[src/rtl/hazard_pkg.sv]
// Shared definitions for the pipeline hazard controller: forwarding-select
// encodings (must match the execute-stage source muxes), the mul/div tracker
// state type and the forwarding priority helper.
package hazard_pkg;

  localparam logic [1:0] FWD_RF  = 2'd0;
  localparam logic [1:0] FWD_WB  = 2'd1;
  localparam logic [1:0] FWD_MEM = 2'd2;

  typedef enum logic {
    MD_IDLE = 1'b0,
    MD_BUSY = 1'b1
  } md_state_t;

  // Execute-stage forwarding select: M beats W, $0 is never forwarded.
  function automatic logic [1:0] fwd_sel(input logic [4:0] src,
                                         input logic       reg_write_m,
                                         input logic [4:0] write_reg_m,
                                         input logic       reg_write_w,
                                         input logic [4:0] write_reg_w);
    logic [1:0] sel;
    sel = FWD_RF;
    if ((src != 5'd0) && reg_write_m && (write_reg_m == src)) begin
      sel = FWD_MEM;
    end else if ((src != 5'd0) && reg_write_w && (write_reg_w == src)) begin
      sel = FWD_WB;
    end else begin
      sel = FWD_RF;
    end
    return sel;
  endfunction

endpackage

[src/rtl/muldiv_busy_tracker.sv]
// Occupancy tracker for the multi-cycle mul/div unit. A start loads the
// counter with MULDIV_CYCLES; busy stays high until the count runs out.
// A start while busy reloads the counter (normally prevented upstream).
module muldiv_busy_tracker
  import hazard_pkg::*;
#(
  parameter int MULDIV_CYCLES = 32
) (
  input  logic clk,
  input  logic reset,
  input  logic start_i,
  output logic busy_o
);

  localparam int CW = $clog2(MULDIV_CYCLES + 1);
  localparam logic [CW-1:0] CNT_LOAD = CW'(MULDIV_CYCLES);
  localparam logic [CW-1:0] CNT_ONE  = CW'(1);
  localparam logic [CW-1:0] CNT_ZERO = CW'(0);

  md_state_t     state_q, state_d;
  logic [CW-1:0] cnt_q, cnt_d;

  // State and counter registers with synchronous reset.
  always_ff @(posedge clk) begin
    if (reset) begin
      state_q <= MD_IDLE;
      cnt_q   <= CNT_ZERO;
    end else begin
      state_q <= state_d;
      cnt_q   <= cnt_d;
    end
  end

  // Next-state and counter update; leaves BUSY in the cycle the count is 1.
  always_comb begin
    state_d = state_q;
    cnt_d   = cnt_q;
    case (state_q)
      MD_IDLE: begin
        if (start_i) begin
          state_d = MD_BUSY;
          cnt_d   = CNT_LOAD;
        end else begin
          state_d = MD_IDLE;
          cnt_d   = CNT_ZERO;
        end
      end
      MD_BUSY: begin
        if (start_i) begin
          state_d = MD_BUSY;
          cnt_d   = CNT_LOAD;
        end else if (cnt_q <= CNT_ONE) begin
          state_d = MD_IDLE;
          cnt_d   = CNT_ZERO;
        end else begin
          state_d = MD_BUSY;
          cnt_d   = cnt_q - CNT_ONE;
        end
      end
      default: begin
        state_d = MD_IDLE;
        cnt_d   = CNT_ZERO;
      end
    endcase
  end

  assign busy_o = (state_q == MD_BUSY);

endmodule

[src/rtl/hazard_unit.sv]
// Pipeline hazard controller for the 5-stage CPU: execute-stage forwarding
// selects, load-use / mul-div stalls and a shadow copy of the M/W destination
// fields. Optional decode-stage branch forwarding is enabled by defining
// HAZARD_BRANCH_FWD_EN; without it ForwardAD/ForwardBD are 0 and branches
// never stall here.
module hazard_unit
  import hazard_pkg::*;
#(
  parameter int MULDIV_CYCLES = 32
) (
  input  logic       clk,
  input  logic       reset,
  input  logic [4:0] RsD,
  input  logic [4:0] RtD,
  input  logic       MulDivD,
  input  logic       BranchD,
  input  logic [4:0] RsE,
  input  logic [4:0] RtE,
  input  logic [4:0] WriteRegE,
  input  logic       RegWriteE,
  input  logic       MemtoRegE,
  input  logic       StartMulDivE,
  output logic [1:0] ForwardAE,
  output logic [1:0] ForwardBE,
  output logic       ForwardAD,
  output logic       ForwardBD,
  output logic       StallF,
  output logic       StallD,
  output logic       FlushE,
  output logic       MulDivBusy
);

  logic [4:0] write_reg_m_q, write_reg_w_q;
  logic       reg_write_m_q, reg_write_w_q;
  logic       memto_reg_m_q;
  logic       md_busy_s;
  logic       lwstall_s, mdstall_s, branchstall_s, stall_s;
  logic       fwd_ad_s, fwd_bd_s;

  muldiv_busy_tracker #(
    .MULDIV_CYCLES(MULDIV_CYCLES)
  ) u_md_tracker (
    .clk    (clk),
    .reset  (reset),
    .start_i(StartMulDivE),
    .busy_o (md_busy_s)
  );

`ifndef HAZARD_BRANCH_FWD_EN
  logic unused_branch_s;
  assign unused_branch_s = &{1'b0, BranchD, memto_reg_m_q};
`endif

  // Shadow of the M/W destination fields; these stages never stall.
  always_ff @(posedge clk) begin
    if (reset) begin
      write_reg_m_q <= 5'd0;
      reg_write_m_q <= 1'b0;
      memto_reg_m_q <= 1'b0;
      write_reg_w_q <= 5'd0;
      reg_write_w_q <= 1'b0;
    end else begin
      write_reg_m_q <= WriteRegE;
      reg_write_m_q <= RegWriteE;
      memto_reg_m_q <= MemtoRegE;
      write_reg_w_q <= write_reg_m_q;
      reg_write_w_q <= reg_write_m_q;
    end
  end

  // Stall conditions and decode-stage branch forwarding.
  always_comb begin
    lwstall_s = RegWriteE && MemtoRegE && (WriteRegE != 5'd0) &&
                ((WriteRegE == RsD) || (WriteRegE == RtD));
    mdstall_s = MulDivD && (md_busy_s || StartMulDivE);
`ifdef HAZARD_BRANCH_FWD_EN
    fwd_ad_s = (RsD != 5'd0) && reg_write_m_q && (write_reg_m_q == RsD);
    fwd_bd_s = (RtD != 5'd0) && reg_write_m_q && (write_reg_m_q == RtD);
    branchstall_s = BranchD &&
        ((RegWriteE && (WriteRegE != 5'd0) &&
          ((WriteRegE == RsD) || (WriteRegE == RtD))) ||
         (memto_reg_m_q && (write_reg_m_q != 5'd0) &&
          ((write_reg_m_q == RsD) || (write_reg_m_q == RtD))));
`else
    fwd_ad_s      = 1'b0;
    fwd_bd_s      = 1'b0;
    branchstall_s = 1'b0;
`endif
    stall_s = lwstall_s || mdstall_s || branchstall_s;
  end

  // Output drive; everything is held at 0 while reset is asserted.
  always_comb begin
    ForwardAE  = FWD_RF;
    ForwardBE  = FWD_RF;
    ForwardAD  = 1'b0;
    ForwardBD  = 1'b0;
    StallF     = 1'b0;
    StallD     = 1'b0;
    FlushE     = 1'b0;
    MulDivBusy = 1'b0;
    if (reset) begin
      ForwardAE  = FWD_RF;
      ForwardBE  = FWD_RF;
    end else begin
      ForwardAE  = fwd_sel(RsE, reg_write_m_q, write_reg_m_q, reg_write_w_q, write_reg_w_q);
      ForwardBE  = fwd_sel(RtE, reg_write_m_q, write_reg_m_q, reg_write_w_q, write_reg_w_q);
      ForwardAD  = fwd_ad_s;
      ForwardBD  = fwd_bd_s;
      StallF     = stall_s;
      StallD     = stall_s;
      FlushE     = stall_s;
      MulDivBusy = md_busy_s;
    end
  end

endmodule

[config.mk]
export PLATFORM = sky130hd
export DESIGN_NAME = hazard_unit
export DESIGN_NICKNAME = d
export VERILOG_FILES = /design/src/rtl/hazard_pkg.sv /design/src/rtl/muldiv_busy_tracker.sv /design/src/rtl/hazard_unit.sv
export SDC_FILE = /design/constraint.sdc
export NUM_CORES = 1
export LEC_CHECK = 0
export CORE_AREA = 2 2 56 58
export CTS_BUF_LIST = sky130_fd_sc_hd__clkbuf_4 sky130_fd_sc_hd__clkbuf_8
export DETAILED_ROUTE_END_ITERATION = 6
export DIE_AREA = 0 0 58 60
export PLACE_DENSITY = 0.74
export RECOVER_POWER = 50
export SETUP_SLACK_MARGIN = 0.15
export SKIP_LAST_GASP = 1
export SLEW_MARGIN = 10
export SYNTH_ARGS = -nofsm -noshare
export SYNTH_HDL_FRONTEND = slang
export SYNTH_HIERARCHICAL = 1
export SYNTH_SLANG_ARGS = --single-unit
[constraint.sdc]
create_clock -name clk -period 1.65 [get_ports clk]
set_input_delay 0.4125 -clock clk [delete_from_list [all_inputs] [get_ports clk]]
set_output_delay 0.4125 -clock clk [all_outputs]
set_load 0.01 [all_outputs]
### Yosys cells after proc, flatten, opt, wreduce, memory -nomap -nowiden

Index checks and enable logic that the tools add are counted.

| cells by class | value |
|---|---|
| equality and inequality tests | 6 |
| bitwise logic cells | 1 |
| add/sub/neg operators | 1 |
| reductions and logical operators | 18 |
| mux-type cells | 16 |
| $lt $le $gt $ge | 1 |

Operator list:

| kind | number |
|---|---|
| $eq A5 B5 Y1 | 6 |
| $mux W6 | 3 |
| $reduce_bool A5 Y1 | 3 |
| $logic_and A1 B1 Y1 | 12 |
| $pmux W6 S2 | 1 |
| $mux W2 | 4 |
| $mux W1 | 7 |
| $le A6 B1 Y1 const B | 1 |
| $sub A6 B1 Y6 const B | 1 |
| $logic_or A1 B1 Y1 | 3 |
| $pmux W1 S2 | 1 |
| $not A1 Y1 | 1 |

| word-level totals | value |
|---|---|
| flip-flop bits (word level) | 19 |
| logic and storage cells | 49 |
| input bits | 32 |
| output and inout bits | 10 |

### Depth between registers and ports, before layout

| depth | value |
|---|---|
| depth after elaboration | 6 |
| depth in mapped cells | 5 |
| mapped depth without buffers | 5 |

### By module

The synthesis kept the hierarchy.

By module, submodules not included:

| module | cells each | area an instance (µm²) | sequential area each (µm²) | times used |
|---|---|---|---|---|
| hazard_unit | 88 | 825.8 | 240.2 | 1 |
| muldiv_busy_tracker | 35 | 314.1 | 140.1 | 1 |

### Worst setup path before layout

No wires, ideal clock.

| path | value |
|---|---|
| path type | input -> output |
| start point | in WriteRegE[1] |
| end point | out StallD |
| setup slack | -226 ps |
| path buffers | 1 |
| data arrival time | 1464 ps |
| cell stages on the path | 4 |
| data required time | 1237 ps |
| cells stage by stage | or4_1 > o211ai_1 > o21ai_0 > buf_4 |

| on the way | value |
|---|---|
| cells in the longest elaborated chain, start to end | 5 |
| elaborated cells between the ends (all ways) | 8 |
| classes of those cells | eq/ne: 2; mux: 1; reduce/logical: 5 |

Ends and longest elaborated chain:

| element | line | source |
|---|---|---|
| start, declared | hazard_unit.sv:19 | `input logic [4:0] WriteRegE,` |
| $eq A5 B5 Y1 / $reduce_bool A5 Y1 (equally long branches) | hazard_unit.sv:74, hazard_unit.sv:73 |  |
| $logic_or A1 B1 Y1 / $logic_and A1 B1 Y1 (equally long branches) | hazard_unit.sv:74, hazard_unit.sv:73 |  |
| $logic_and A1 B1 Y1 (*) | hazard_unit.sv:73 | `lwstall_s = RegWriteE && MemtoRegE && (WriteRegE != 5'd0) &&` |
| $logic_or A1 B1 Y1 (*) | hazard_unit.sv:89 | `stall_s = lwstall_s \|\| mdstall_s \|\| branchstall_s;` |
| $mux W1 (*) | n/a |  |
| end, declared | hazard_unit.sv:28 | `output logic StallD,` |

Every way passes the cells marked *; elsewhere a longest branch is shown, timed or not.

### Final worst setup path

| path | value |
|---|---|
| start point | in RtE[4] |
| end point | out ForwardBE[0] |

| on the way | value |
|---|---|
| cells in the longest elaborated chain, start to end | 6 |
| elaborated cells between the ends (all ways) | 10 |
| classes of those cells | eq/ne: 2; mux: 3; reduce/logical: 5 |

Ends and longest elaborated chain:

| element | line | source |
|---|---|---|
| start, declared | hazard_unit.sv:18 | `input logic [4:0] RtE,` |
| $reduce_bool A5 Y1 | hazard_pkg.sv:23, hazard_pkg.sv:25 |  |
| $logic_and A1 B1 Y1 (2 in series) | hazard_pkg.sv:25 | `end else if ((src != 5'd0) && reg_write_w && (write_reg_w == src)) begin` |
| $mux W1 | hazard_pkg.sv:25 |  |
| $mux W2 (*) | hazard_pkg.sv:23 | `if ((src != 5'd0) && reg_write_m && (write_reg_m == src)) begin` |
| $mux W2 (*) | hazard_unit.sv:102 | `if (reset) begin` |
| end, declared | hazard_unit.sv:24 | `output logic [1:0] ForwardBE,` |

Marked as above.

==> results.json <==
{
  "outcome": "finished with violations",
  "violations": "negative setup slack",
  "diodes": 0,
  "seq_area_frac_synth": 0.334,
  "routabilityCongestion": 0.885,
  "synth_top_area_frac": 0.334,
  "area_growth_pct": 51.4,
  "numCtsBuffers": 3,
  "syn_area_per_cell_um2": 9.27,
  "wl_met2_mm": 1.48,
  "antenna_found_initial": 0,
  "crit_start": "RtE[4]",
  "crit_required_ns": 1.24,
  "cp.arrival_ns": 1.71,
  "p_seq_frac": 0.500,
  "wl_met3_um": 158,
  "slew_viol_final": 0,
  "cp-end-kind": "output pin",
  "clk_latency_ns": 0.29,
  "yosysTopAreaCell": "dfxtp_1",
  "postSynthCellCount": 123,
  "clock_path_buffers": 2,
  "synth-compound-area-share": 0.0637,
  "combPwrFrac": 0.257,
  "syn-cell-area_um2": 1140,
  "rows": 20,
  "switching_share": 0.259,
  "gr-total-overflow": 0,
  "drcViolationCount": 0,
  "path_clk_slew_ns": 0.09,
  "finalPower_uw": 994,
  "cts_htree_levels": 1,
  "internal-power_uw": 737,
  "synth_top_family_by_area": "simple AND/OR/NAND/NOR gates",
  "vias": 1080,
  "drv_cap": 0,
  "synth_xor_area_frac": 0.254,
  "fin_crit_ns": 2.12,
  "die_y_um": 60,
  "synthSimpleGateAreaFrac": 0.281,
  "synth_fa_ha_area_frac": 0.0220,
  "min_period_over_period": 1.28,
  "worst_setup_path_start_kind": "input port",
  "grt_pass1_wl_mm": 4.44,
  "core_um2": 2900,
  "grt_start_max_net_pins": 12,
  "routed.top_layer": "met4",
  "min-delay-start": "WriteRegE[2]",
  "peakVddDrop_mv": 0.362,
  "ios": 42,
  "ctsHoldBuffers": 0,
  "synth.area.top_cells": "dfxtp_1, xnor2_1, xor2_1",
  "dieArea_um2": 3480,
  "wl_met1_mm": 1.01,
  "skew_ns": 0.00343,
  "drt_iter0_markers": 23,
  "fmax_ghz": 0.472,
  "p_leak_nw": 0.732,
  "hp-class": "input port to flip-flop",
  "powerDensity_nw_per_um2": 576,
  "nets": 220,
  "grt_pass1_vias": 1117,
  "vias_per_cell": 4.95,
  "timing.hold.ws_ns": 0.356,
  "crit_fanout": 2,
  "drive_above_1_share": 0.357,
  "critPathKind": "input port to output pin",
  "dp.cells": 210,
  "layout_setup_ws_ns": -0.470,
  "dp_hpwl_mm": 2.24,
  "r2r-start": "u_md_tracker/cnt_q[2]",
  "gr-usage-all-layers": 0.165,
  "cts_tree": "yes",
  "yosysUniqueCellTypes": 29,
  "synthMuxAreaShare": 0,
  "cts_root_buffer": "clkbuf_4",
  "tns_ns": -2.25,
  "layout.cells.non_filler": 218,
  "clock_power_share": 0.242,
  "die_x_um": 58,
  "dr.pass1.iters": 4,
  "p_sw_uw": 257,
  "hold_viol_final": 0,
  "initial_core_util": 0.393,
  "synth_seq_cells": 19,
  "wire_per_inst_um": 12.3,
  "portBuffers": 38,
  "setup_violations": 7,
  "ys_warn_count": 6,
  "rsz0062_at_grt": "yes",
  "dp_slack_ns": -1.10,
  "ant_nets": 0,
  "totalWireLength_mm": 2.69,
  "clock-sinks": 19
}
-- final timing paths --
path	end	slack, ns	cells past startpoint
worst max register to register	u_md_tracker/cnt_q[4]	0.25	3
worst min register to register	u_md_tracker/cnt_q[0]	0.49	1
worst min-delay path	write_reg_m_q[2]	0.36	2
worst max-delay path	ForwardBE[0]	-0.47	7
-- cells by family after synthesis --
| group | after synthesis |
|---|---|
| compound gates | 10 |
| xor+xnor | 33 |
| other cells | 1 |
| buf+inv | 9 |
| fa+ha+maj | 2 |
| simple gates | 49 |
| flops | 19 |
-- placed cells by master, fill, tap and decap left out, types with 2 or more instances in the layout --
master           synthesis  routed
xor2_1                  14      14
xnor2_1                 19      15
nor3_1                   3       3
nor2b_1                 14      13
nor2_4                   2       2
ha_1                     2       2
dlygate4sd2_1            0      10
clkbuf_1                 1       2
clkdlybuf4s50_1          0       4
xnor2_2                  0       4
nor4_2                   4       3
nand2_1                  3       3
clkdlybuf4s15_1          0       4
buf_4                    4      21
nor2_1                  10      10
buf_2                    0      12
dfxtp_1                 19      16
conb_1                   1       2
o211ai_1                 2       2
buf_6                    0       7
inv_1                    4       4
dfxtp_2                  0       2
or4_4                    2       3
clkbuf_4                 0       4
nand4_1                  5       5
-- power groups by stage --
stage | Sequential, mW | Combinational [mW] | Clock [mW]
floorplan | 0.503 | 0.117 | 0
global placement | 0.505 | 0.261 | 0
detailed placement | 0.506 | 0.268 | 0
CTS | 0.496 | 0.253 | 0.249
global route | 0.500 | 0.280 | 0.275
finish | 0.497 | 0.256 | 0.241
-- Yosys cell counts --
cell      count
nor2_1       10
inv_1         4
and2_2        1
nor4_1        1
nand2_1       3
nor3_1        3
buf_4         4
ha_1          2
a31oi_1       1
o211ai_1      2
clkbuf_1      1
or4_4         2
or4_1         2
conb_1        1
o211ai_2      1
nor4_2        4
o21a_1        1
nor3b_1       1
o21ai_0       2
and2_1        1
nor2b_1      14
nand4_1       5
a22oi_1       1
nor2_4        2
o311ai_0      1
xor2_1       14
a21oi_1       1
dfxtp_1      19
xnor2_1      19
-- per-layer routing --
layer / GRT usage / vias to the layer above
met3: 0.0260 / 4
met4: 0.0532 / 0
met2: 0.333 / 43
met1: 0.171 / 496
met5: 0 / -
li1: - / 537
-- cell type report --
class                      instances  area (um2)
multi-input combinational         96         764
tap                               33        41.3
fill                             272        1180
inverter                           4        15.0
sequential                        19         387
timing repair buffer              62         488
clock buffer                       4        30.0
-- worst max-delay path, stage by stage --
cell and delay [ns]:
clkbuf_2 0.10, or4_4 0.54, nor2_4 0.11, nor4_2 0.05, buf_4 0.14, nor4_4 0.19
buf_2 0.17
-- per-stage QoR --
step / utilization / instance area [um2]
final: 0.594 / 1730
after global routing: 0.594 / 1730
after CTS: 0.587 / 1700
after detailed placement: 0.581 / 1690
after global placement: 0.581 / 1690
after floorplan: - / 1150
-- what timing repair did --
item / 4_1_cts / 5_1_grt
endpoints found under the setup margin: 8 / 8
pin swaps: 26 / 16
resized for setup: 106 / 9
setup buffers: 3 / 1
-- flip-flops by register name, indices dropped and copies added, names as in the netlist --
signal / flops
reg_write_w_q: 1
reg_write_m_q: 1
u_md_tracker/cnt_q: 6
write_reg_w_q: 5
write_reg_m_q: 5
u_md_tracker/busy_o: 1
Power figures use the tool's default switching activity.
